[src/rtl/jtopl_mixacc_pkg.sv]
// Shared widths and slot/channel mapping for the OPL operator mix accumulator.
package jtopl_mixacc_pkg;
    localparam int OPW   = 13;
    localparam int ACCW  = 18;
    localparam int SNDW  = 16;
    localparam int SLOTS = 18;
    localparam int NCH   = 9;

    // Slots s and s+3 of each 6-slot group belong to the same channel
    function automatic logic [3:0] slot_ch(input logic [4:0] s);
        logic [4:0] grp;
        logic [4:0] sub;
        logic [4:0] ch;
        grp = s / 5'd6;
        sub = s % 5'd3;
        ch  = grp * 5'd3 + sub;
        return ch[3:0];
    endfunction
endpackage

[src/rtl/jtopl_sat.sv]
// Combinational signed saturation from IW bits down to OW bits.
module jtopl_sat #(
    parameter int IW = 18,
    parameter int OW = 16
) (
    input  logic signed [IW-1:0] din,
    output logic signed [OW-1:0] dout,
    output logic                 ovf
);
    logic [IW-OW:0] top;

    // In range only when every bit above the output sign bit matches it
    assign top  = din[IW-1:OW-1];
    assign ovf  = !((&top) || (~|top));
    assign dout = !ovf     ? din[OW-1:0] :
                  din[IW-1] ? {1'b1, {(OW-1){1'b0}}} :
                              {1'b0, {(OW-1){1'b1}}};
endmodule

[src/rtl/jtopl_mixacc.sv]
// Sums audible operator outputs over an 18-slot frame and latches a saturated sample.
module jtopl_mixacc
    import jtopl_mixacc_pkg::*;
(
    input  logic                   clk,
    input  logic                   rst,
    input  logic                   cenop,
    input  logic                   zero,
    input  logic signed [OPW-1:0]  op_result,
    input  logic                   op_out,
    input  logic                   con_out,
    input  logic [NCH-1:0]         mute,
    output logic signed [SNDW-1:0] snd,
    output logic                   sample,
    output logic                   clip
);
    logic [4:0]             cnt;
    logic [4:0]             slot;
    logic [3:0]             ch;
    logic [NCH-1:0]         ch_mask;
    logic                   muted;
    logic signed [OPW-1:0]  contrib;
    logic signed [ACCW-1:0] contrib_ext;
    logic signed [ACCW-1:0] acc;
    logic signed [SNDW-1:0] sat_out;
    logic                   sat_ovf;

    assign slot    = zero ? 5'd0 : cnt;
    assign ch      = slot_ch(slot);
    assign ch_mask = NCH'(1) << ch;
    assign muted   = |(mute & ch_mask);

    // Modulators are heard only in additive connection
    assign contrib     = muted                ? '0        :
                         (op_out || con_out)  ? op_result : '0;
    assign contrib_ext = ACCW'(contrib);

    jtopl_sat #(.IW(ACCW), .OW(SNDW)) u_sat (
        .din  (acc),
        .dout (sat_out),
        .ovf  (sat_ovf)
    );

    always_ff @(posedge clk) begin
        if (rst) begin
            acc    <= '0;
            cnt    <= '0;
            snd    <= '0;
            clip   <= 1'b0;
            sample <= 1'b0;
        end else begin
            sample <= 1'b0;
            if (cenop) begin
                if (zero) begin
                    // Close the frame; slot 0 starts the next sum
                    cnt    <= 5'd1;
                    snd    <= sat_out;
                    clip   <= sat_ovf;
                    acc    <= contrib_ext;
                    sample <= 1'b1;
                end else begin
                    cnt <= (cnt == 5'(SLOTS-1)) ? 5'd0 : cnt + 5'd1;
                    acc <= acc + contrib_ext;
                end
            end
        end
    end
endmodule

[config.mk]
export PLATFORM = sky130hd
export DESIGN_NAME = jtopl_mixacc
export DESIGN_NICKNAME = d
export VERILOG_FILES = /design/src/rtl/jtopl_mixacc_pkg.sv /design/src/rtl/jtopl_sat.sv /design/src/rtl/jtopl_mixacc.sv
export SDC_FILE = /design/constraint.sdc
export NUM_CORES = 1
export LEC_CHECK = 0
export ABC_CLOCK_PERIOD_IN_PS = 15100
export CORE_MARGIN = 8
export CORE_UTILIZATION = 45
export CTS_CLUSTER_DIAMETER = 100
export CTS_CLUSTER_SIZE = 28
export DETAILED_ROUTE_END_ITERATION = 6
export GPL_TIMING_DRIVEN = 0
export PLACE_DENSITY = 0.68
export SYNTH_ARGS = -nofsm -noshare
export SYNTH_HDL_FRONTEND = slang
export SYNTH_SLANG_ARGS = --single-unit
export TNS_END_PERCENT = 100
[constraint.sdc]
create_clock -name clk -period 15.1 [get_ports clk]
set_clock_uncertainty 0.15 [all_clocks]
set_input_delay 3.775 -clock clk [delete_from_list [all_inputs] [get_ports clk]]
set_output_delay 3.775 -clock clk [all_outputs]
set_load 0.03 [all_outputs]
# After elaboration in Yosys (flattened, before gate mapping)
# Cells that the tools add are included.
word_totals:
  regBits: 41
  latchBits: 0
  mem_bits_rw: 0
  romBits: 0
  in_bits: 28
  out_inout_bits: 18
  word_cells: 33
  memories: 0
op_classes:
  add_sub_neg: 3
  n_mul: 1
  n_div: 2
  n_lt_le_gt_ge: 0
  eq_ne: 1
  shift: 1
  muxes: 9
  bitwise_logic: 2
  n_reduce_logical: 9
op_table:
  columns: ["cell", "count"]
  rows:
  - ["$mux W16", 2]
  - ["$mux W13", 2]
  - ["$add A18 B13 Y18", 1]
  - ["$mux W18", 1]
  - ["$mux W5", 3]
  - ["$and A9 B9 Y9", 1]
  - ["$reduce_or A9 Y1", 1]
  - ["$shl A1 B4 Y9 const A", 1]
  - ["$add A5 B1 Y5 const B", 1]
  - ["$div A5 B3 Y5 const B", 1]
  - ["$eq A5 B5 Y1 const B", 1]
  - ["$mod A5 B2 Y5 const B", 1]
  - ["$mul A5 B2 Y4 const B", 1]
  - ["$add A4 B4 Y4", 1]
  - ["$reduce_and A3 Y1", 1]
  - ["$reduce_or A3 Y1", 1]
  - ["$logic_not A1 Y1", 2]
  - ["$logic_or A1 B1 Y1", 2]
  - ["$reduce_and A2 Y1", 1]
  - ["$reduce_or A2 Y1", 1]
  - ["$mux W1", 1]
  - ["$not A1 Y1", 1]

# Logic depth before layout (Yosys ltp)
# Gate-level depths: netlist of the first run.
logic_depth:
  depth_word: 10
  ltp_mapped: 32
  ltp_nobuf: 30

# By module
# Synthesis of the first run repeated with hierarchy kept, for this count alone.
hier_totals:
  cells_unflattened: 461
  area_unflattened_um2: 3643.5
modules_own_cells:
  columns: ["mod", "n_inst", "cells_per_inst", "area_per_inst_um2", "seq_area_each_um2"]
  rows:
  - ["jtopl_mixacc", 1, 404, 3203.1, 820.8]
  - ["jtopl_sat", 1, 57, 440.4, 0.0]

# Worst setup path after synthesis of the first run
# Ideal clock, no wire load.
synth_path:
  path_kind: "input -> register"
  from: "input zero"
  to: "register acc[14]"
  t_arrival_ps: 10235
  slack_ps: 4588
  cell_stages: 31
  path_cell_list: "clkbuf_8 buf_2 clkbuf_1 nor2_1 ha_1 a21o_1 a21oi_1 a2111oi_0 a2111o_1 or2_2 o21ai_0 fa_1 inv_1 ha_1 inv_1 fa_1 or4bb_1 mux2i_1 nor2_4 clkbuf_1 and2_1 ha_1 fa_1 a21o_1 o2111ai_1 a21oi_1 o2111ai_1 a31oi_1 o41ai_1 nor4_1 or3_1"
synth_via:
  elab_chain_len: 10
  elab_cells_between_ends: 11
  cone_classes: "add/sub: 2; mul: 1; div: 2; shift: 1; mux: 3; bitwise: 1; reduce/logical: 1"
synth_rtl:
  columns: ["item", "line_no", "rtl"]
  rows:
  - ["from (decl)", "jtopl_mixacc.sv:8", "input logic zero,"]
  - ["$mux W5", "jtopl_mixacc.sv:28", "assign slot = zero ? 5'd0 : cnt;"]
  - ["$div A5 B3 Y5", "jtopl_mixacc_pkg.sv:14", "grp = s / 5'd6;"]
  - ["$mul A5 B2 Y4", "jtopl_mixacc_pkg.sv:16", "ch = grp * 5'd3 + sub;"]
  - ["$add A4 B4 Y4", "jtopl_mixacc_pkg.sv:16", null]
  - ["$shl A1 B4 Y9", "jtopl_mixacc.sv:30", "assign ch_mask = NCH'(1) << ch;"]
  - ["$and A9 B9 Y9", "jtopl_mixacc.sv:31", "assign muted = |(mute & ch_mask);"]
  - ["$reduce_or A9 Y1", "jtopl_mixacc.sv:31", null]
  - ["$mux W13", "jtopl_mixacc.sv:34", "assign contrib = muted ? '0 :"]
  - ["$add A18 B13 Y18", "jtopl_mixacc.sv:63", "acc <= acc + contrib_ext;"]
  - ["$mux W18 (*)", "jtopl_mixacc.sv:54", "if (zero) begin"]
  - ["to (signal assigned)", "jtopl_mixacc.sv:59", "acc <= contrib_ext;"]
  - ["to (signal assigned)", "jtopl_mixacc.sv:63", null]
  - ["to (decl)", "jtopl_mixacc.sv:24", "logic signed [ACCW-1:0] acc;"]
# Mark *: on every way between the ends. The rest lies on a longest branch, timed or not.
# A chain may end at the register's enable or synchronous reset.

# Worst setup path after layout of the first run
# Ends and elaborated chain as after synthesis.

==> run_results.csv, run 1 <==
group,metric,value,unit
clock_tree,post-cts-setup-buffer-count,0,
sta,slew-limit-headroom,0.4438,
global_routing,grt_pass1_wl,13780,um
pwr,power.static_leakage,0.001494,uW
yosys,synth_area,0.003083,mm^2
drt,dr.max_layer_used,"met4",
drt,vias,2999,
placed_design,place.port_buffers,44,
clock_tree,insertion_delay,300,ps
drt,drt_pre_antenna_iters,5,
yosys,ys_seq_elements,41,
yosys,synth_largest_type_area_fraction,0.2662,
pwr,ir_worst_vdd,0.03698,mV
finish,design.final.nets,499,
global_routing,global_route.overflow_total,0,
die,design.core.area,0.006719,mm^2
yosys,synth_ff_type,"dfxtp_1",
clock_tree,cts_hold_buf,0,
drt,dr_wl_met2,3855,um
min_path,hold_class,"flip-flop to flip-flop",
die,placementRows,30,
clock_tree,clock_tree.root_cell,"clkbuf_8",
critical_path,data_required_time_of_the_worst_path,15130,ps
critical_path,setup.worst_path.start_class,"input pin",
sta,max_slew.worst_pin.slew,827.9,ps
clock_tree,cts-htree-levels,2,
sta,report.final.hold_viol_count,0,
global_routing,grt_max_degree,14,
clock_tree,number_of_buffers_created_by_cts,5,
critical_path,arrival,12330,ps
sta,finalSetupTns,0,ps
drt,postRouteWirelength,8229,um
placed_design,gpl.final_weighted_congestion,0.8744,
die,die_x,98.77,um
global_routing,grt_use_total,0.1707,
sta,period_share,0.8145,
die,floorplan.io_pins,46,
die,effective_utilization_at_floorplan,0.4588,
outcome,status,"completed",
sta,report.final.setup_viol,0,
sta,crit_path_time_final,12300,ps
sta,maxSlewViolCount,0,
yosys,async_flop_share,0,
sta,clock.fmax,0.08131,GHz
drt,ant_nets,0,
pwr,p_per_area,74.02,mW/mm^2
drt,routed-wl-met3,340,um
global_routing,grt_pass1_vias,2855,
drt,post_drt_wl_per_cell,15.67,um
finish,num_antenna_cells,0,
global_routing,grt_antenna_before_repair,0,
finish,filler_cell_count,644,
finish,drive_above_1_share,0.05843,
yosys,synth_nets,448,
yosys,yosysMostFrequentCell,"a21oi_1",
clock_tree,clock_tree_sinks,41,
clock_tree,cts_resized,0,
die,floorplan.die.height,98.77,um
yosys,synth_edf_count,0,
job,maxCapViolCount,0,
clock_tree,clkSlewWorstSetupHoldPaths,90,ps
yosys,synth.top_cells.by_area,"dfxtp_1 (27%), ha_1 (9.7%), a21oi_1 (7.8%)",
critical_path,crit_path_top_delay_cell,"clkdlybuf4s50_1",
drt,number_of_drc_markers_in_iteration_0,178,
yosys,netlist.top_cell.by_area,"dfxtp_1",
yosys,postSynthAreaPerCell,7.845,um^2
critical_path,worst-setup-path-type,"input pin to flip-flop",
clock_tree,clock_tree_from_tritoncts,"built",
critical_path,worstSetupEndpointType,"flip-flop",
die,floorplan.die_area,0.009756,mm^2
drt,vias_per_cell,5.712,
yosys,yosysWarnings,0,
placed_design,dpl.hpwl,6317,um
critical_path,critPathMaxFanout,10,
drt,wl_met1,3929,um
yosys,ys_seq_area_frac,0.2662,
placed_design,place.detailed.instances,517,
yosys,synth_cell_types,53,
critical_path,max_stage_delay,650,ps
yosys,syn_inst,393,
finish,fin_cells,525,
yosys,synth.cells.most_frequent,"a21oi_1 (48), nor2_1 (46), dfxtp_1 (41)",
finish,area_growth_syn_to_fin,20.66,%
drt,drc,0,
clock_tree,cts_buffer_depth,2,
sta,rsz0062_at_grt,"no",
## metal layers
metal / up-vias / global-route usage
met1: 1401 / 0.2161
met4: 0 / 0.06021
met2: 66 / 0.2859
met3: 8 / 0.02537
met5: - / 0
li1: 1524 / -
## flip-flops by register name, summed over array words and instances (netlist names)
signal,count
acc,18
snd,16
cnt,5
clip,1
sample,1
## cell usage in the layout, fill, tap and decap left out, types with 4 or more instances in the layout
cell             count
xnor2_1              4
and2_1              10
nand3_1              8
ha_1                24
clkdlybuf4s50_1     44
nand2_1             35
clkbuf_1            12
xor2_1              13
buf_2                5
nor2b_1              9
or3_1                4
nor3_1              11
nor2_1              46
dfxtp_1             41
inv_1                6
a211oi_1            10
o21ai_0             27
clkbuf_8             8
nand4_1              4
mux2i_1              7
a21oi_1             48
a21o_1               7
nand2b_1             6
## metrics by stage
step | instance area (um^2) | power, uW | hold WS (ps) | util | setup WS [ps]
2_1_floorplan | 3083 | 173.5 | 319.4 | - | 4588
3_3_place_gp | 3623 | 198.3 | 289.0 | 0.5393 | 2644
3_5_place_dp | 3623 | 200.1 | 295.3 | 0.5393 | 2497
4_1_cts | 3720 | 276.1 | 307.1 | 0.5536 | 2808
5_1_grt | 3720 | 290.1 | 332.9 | 0.5536 | 2067
6_report | 3720 | 275.3 | 302.5 | 0.5536 | 2802
## report_power, final
group / switching, uW / internal [uW]
logic: 44.5 / 34.0
clock network: 40.1 / 37.1
registers: 4.97 / 115
total: 89.5 / 186
## worst max-delay path, delay by kind of cell
family                     cells  cell delay [ps]
and+or+nand+nor                7             1390
muxes                          1              360
AOI/OAI and AO/OA             11             2620
adders and majority gates      6             2090
buffers and inverters          7             2070
## final cells by class
class                   count  area, um^2  share of cell area
repair buffers             44       440.4              0.1184
multi-input cells         324        2131              0.5728
clock inverters             2       13.76            0.003700
flip-flops and latches     41       820.8              0.2207
inverters                   7       26.28            0.007064
well taps                  80       100.1             0.02691
clock buffers               6       82.58             0.02220
plain buffers              21       105.1             0.02825
## cell families after synthesis
logic type,synth area share
AO/OA/AOI/OAI,0.2382
XOR/XNOR,0.04829
adder cells (fa/ha/maj),0.1169
buffers and inverters,0.04261
flip-flops,0.2662
multiplexers,0.04343
AND/OR/NAND/NOR,0.2443
## worst paths after layout
check | start | endpoint | slack (ps) | cells past startpoint
max | zero | acc[14]$_SDFFE_PP0P_ | 2800 | 32
max reg2reg | cnt[3]$_SDFFE_PP0P_ | acc[14]$_SDFFE_PP0P_ | 6870 | 32
min | snd[2]$_SDFFE_PP0P_ | snd[2]$_SDFFE_PP0P_ | 300 | 2
min reg2reg | snd[2]$_SDFFE_PP0P_ | snd[2]$_SDFFE_PP0P_ | 300 | 2
No activity file was read; power rests on OpenSTA's default activity.
==> run 2: changes to the inputs <==
--- a/config.mk
+++ b/config.mk
@@ -5,7 +5,7 @@
 export SDC_FILE = /design/constraint.sdc
 export NUM_CORES = 1
 export LEC_CHECK = 0
-export ABC_CLOCK_PERIOD_IN_PS = 15100
+export ABC_CLOCK_PERIOD_IN_PS = 12700
 export CORE_MARGIN = 8
 export CORE_UTILIZATION = 45
 export CTS_CLUSTER_DIAMETER = 100
==> constraint.sdc (replaced) <==
create_clock -name clk -period 12.7 [get_ports clk]
set_clock_uncertainty 0.15 [all_clocks]
set_input_delay 3.175 -clock clk [delete_from_list [all_inputs] [get_ports clk]]
set_output_delay 3.175 -clock clk [all_outputs]
set_load 0.03 [all_outputs]
==> results of run 2 <==
The final DEF is identical to that of run 1. Status: completed.
Main changes from that run: setup slack after placement 2497 ps -> 696.9 ps; setup slack after layout 2802 ps -> 1002 ps; register-to-register setup slack 6870 ps -> 4470 ps; total power 275.3 uW -> 327.4 uW; worst IR drop on VDD 0.03698 mV -> 0.04397 mV
==> run 3: changes to the inputs <==
--- a/config.mk
+++ b/config.mk
@@ -11,7 +11,7 @@
 export CTS_CLUSTER_DIAMETER = 100
 export CTS_CLUSTER_SIZE = 28
 export DETAILED_ROUTE_END_ITERATION = 6
-export GPL_TIMING_DRIVEN = 0
+export GPL_TIMING_DRIVEN = 1
 export PLACE_DENSITY = 0.68
 export SYNTH_ARGS = -nofsm -noshare
 export SYNTH_HDL_FRONTEND = slang
==> run 3 against run 2 <==
Power fell by 2.4%. Global-route usage down 0.76 points. Final area decreased by 2.2%. Utilization is 1.2 points lower. Clock power fell by 5.0%. Critical path type unchanged. Critical endpoint unchanged. Largest power group unchanged. Highest routed layer unchanged.
==> run_results.csv, run 3 (synthesized netlist as in run 1, its figures left out) <==
group,metric,value,unit
drt,dr_wl_met2,3866,um
critical_path,worstSetupEndpointType,"flip-flop",
clock_tree,cts_buffer_depth,2,
placed_design,dpl.hpwl,5794,um
drt,number_of_drc_markers_in_iteration_0,143,
placed_design,placement.setup.worst_slack,2142,ps
sta,rsz0062_at_grt,"no",
finish,largest_register,"acc",
drt,vias_per_cell,5.736,
finish,drive_above_1_share,0.05140,
drt,drt_pre_antenna_iters,5,
finish,flip_flop_count_of_the_largest_register_all_copies_and_words_added,18,
critical_path,data_required_time_of_the_worst_path,12740,ps
critical_path,cpLargestDelayFamily,"compound AO/OA/AOI/OAI gates",
critical_path,crit_path_top_delay_cell,"a2111oi_0",
global_routing,grt_pass1_vias,2833,
drt,post_drt_wl_per_cell,15.39,um
pwr,total_power,319.6,uW
finish,post-route-cell-area,0.003637,mm^2
sta,finalSetupTns,0,ps
clock_tree,cts_resized,0,
global_routing,grt_use_total,0.1631,
clock_tree,clock_tree.root_cell,"clkbuf_8",
finish,layout_common_cells,"a21oi_1 (48), nor2_1 (46), clkdlybuf4s50_1 (45)",
sta,crit_path_time_final,10300,ps
die,design.core.area,0.006719,mm^2
sta,report.final.setup_viol,0,
die,floorplan.die_area,0.009756,mm^2
critical_path,critPathMaxFanout,34,
drt,dr.max_layer_used,"met4",
sta,period_share,0.8107,
clock_tree,cts-htree-levels,2,
pwr,power.static_leakage,0.001448,uW
global_routing,grt_antenna_before_repair,0,
global_routing,grt_max_degree,40,
drt,drc,0,
clock_tree,number_of_buffers_created_by_cts,5,
drt,wl_met1,3599,um
critical_path,arrival,10340,ps
drt,routed-wl-met3,239,um
die,effective_utilization_at_floorplan,0.4588,
sta,slew-limit-headroom,0.2201,
placed_design,place.detailed.instances,500,
global_routing,global_route.overflow_total,0,
placed_design,gpl.final_weighted_congestion,0.8925,
sta,report.final.hold_viol_count,0,
die,die_x,98.77,um
sta,max_slew.worst_pin.slew,1170,ps
finish,design.final.nets,482,
outcome,status,"completed",
drt,postRouteWirelength,7817,um
pwr,p_per_area,87.87,mW/mm^2
clock_tree,clkSlewWorstSetupHoldPaths,90,ps
die,placementRows,30,
finish,mostFrequentLayoutCell,"a21oi_1",
critical_path,worst-setup-path-type,"input pin to flip-flop",
drt,vias,2914,
finish,num_antenna_cells,0,
die,floorplan.die.height,98.77,um
clock_tree,post-cts-setup-buffer-count,0,
clock_tree,clock_tree_sinks,41,
clock_tree,insertion_delay,300,ps
critical_path,max_stage_delay,630,ps
pwr,ir_worst_vdd,0.04801,mV
global_routing,grt_pass1_wl,13310,um
finish,fin_cells,508,
critical_path,setup.worst_path.start_class,"input pin",
clock_tree,clock_tree_from_tritoncts,"built",
placed_design,place.port_buffers,45,
die,floorplan.io_pins,46,
sta,worst_slack,2404,ps
finish,area_growth_syn_to_fin,17.98,%
clock_tree,cts_hold_buf,0,
finish,largestRegisters,"acc x18, snd x16, cnt x5",
drt,ant_nets,0,
sta,clock.fmax,0.09712,GHz
critical_path,cp_num_buf_inv,4,
job,maxCapViolCount,0,
sta,maxSlewViolCount,0,
min_path,hold_class,"flip-flop to flip-flop",
placed_design,postPlaceCellArea,0.003551,mm^2
[run 3: worst paths after layout]
| kind | startpoint | end | slack (ps) | depth (start not counted) |
|---|---|---|---|---|
| setup / recovery | zero | acc[14]$_SDFFE_PP0P_ | 2400 | 29 |
| hold / removal | snd[2]$_SDFFE_PP0P_ | snd[2]$_SDFFE_PP0P_ | 300 | 2 |
| setup reg to reg | cnt[3]$_SDFFE_PP0P_ | acc[14]$_SDFFE_PP0P_ | 4870 | 30 |
| hold reg to reg | snd[2]$_SDFFE_PP0P_ | snd[2]$_SDFFE_PP0P_ | 300 | 2 |
[run 3: cell type report]
class | instances | area, um^2
fillers | 654 | 3082
repair buffers | 48 | 473.0
inverters | 7 | 26.28
well taps | 80 | 100.1
flip-flops and latches | 41 | 820.8
multi-input cells | 324 | 2131
clock inverters | 3 | 17.52
clock buffers | 5 | 68.82
[run 3: per-layer routing]
metal / GRT usage / vias to the layer above
met4: 0.05785 / 0
met2: 0.2817 / 58
met3: 0.02537 / 9
met1: 0.1989 / 1363
met5: 0 / -
li1: - / 1484
[run 3: tightest hold or removal path: stages, from the launching register on]
cell	delay, ps
dfxtp_1	320
nand2_1	50
a21oi_1	50
[run 3: through the flow]
stage	utilization	hold WS, ps
5_1_grt	0.5413	322.3
3_5_place_dp	0.5285	293.2
6_report	0.5413	302.1
2_1_floorplan	-	319.4
3_3_place_gp	0.5285	288.0
4_1_cts	0.5413	305.7
[run 3: report_power, final]
group | total, uW | switching (uW) | internal [uW]
logic | 89.7 | 50.5 | 39.2
registers | 143 | 6.28 | 136
clock network | 87.2 | 49.2 | 38.0
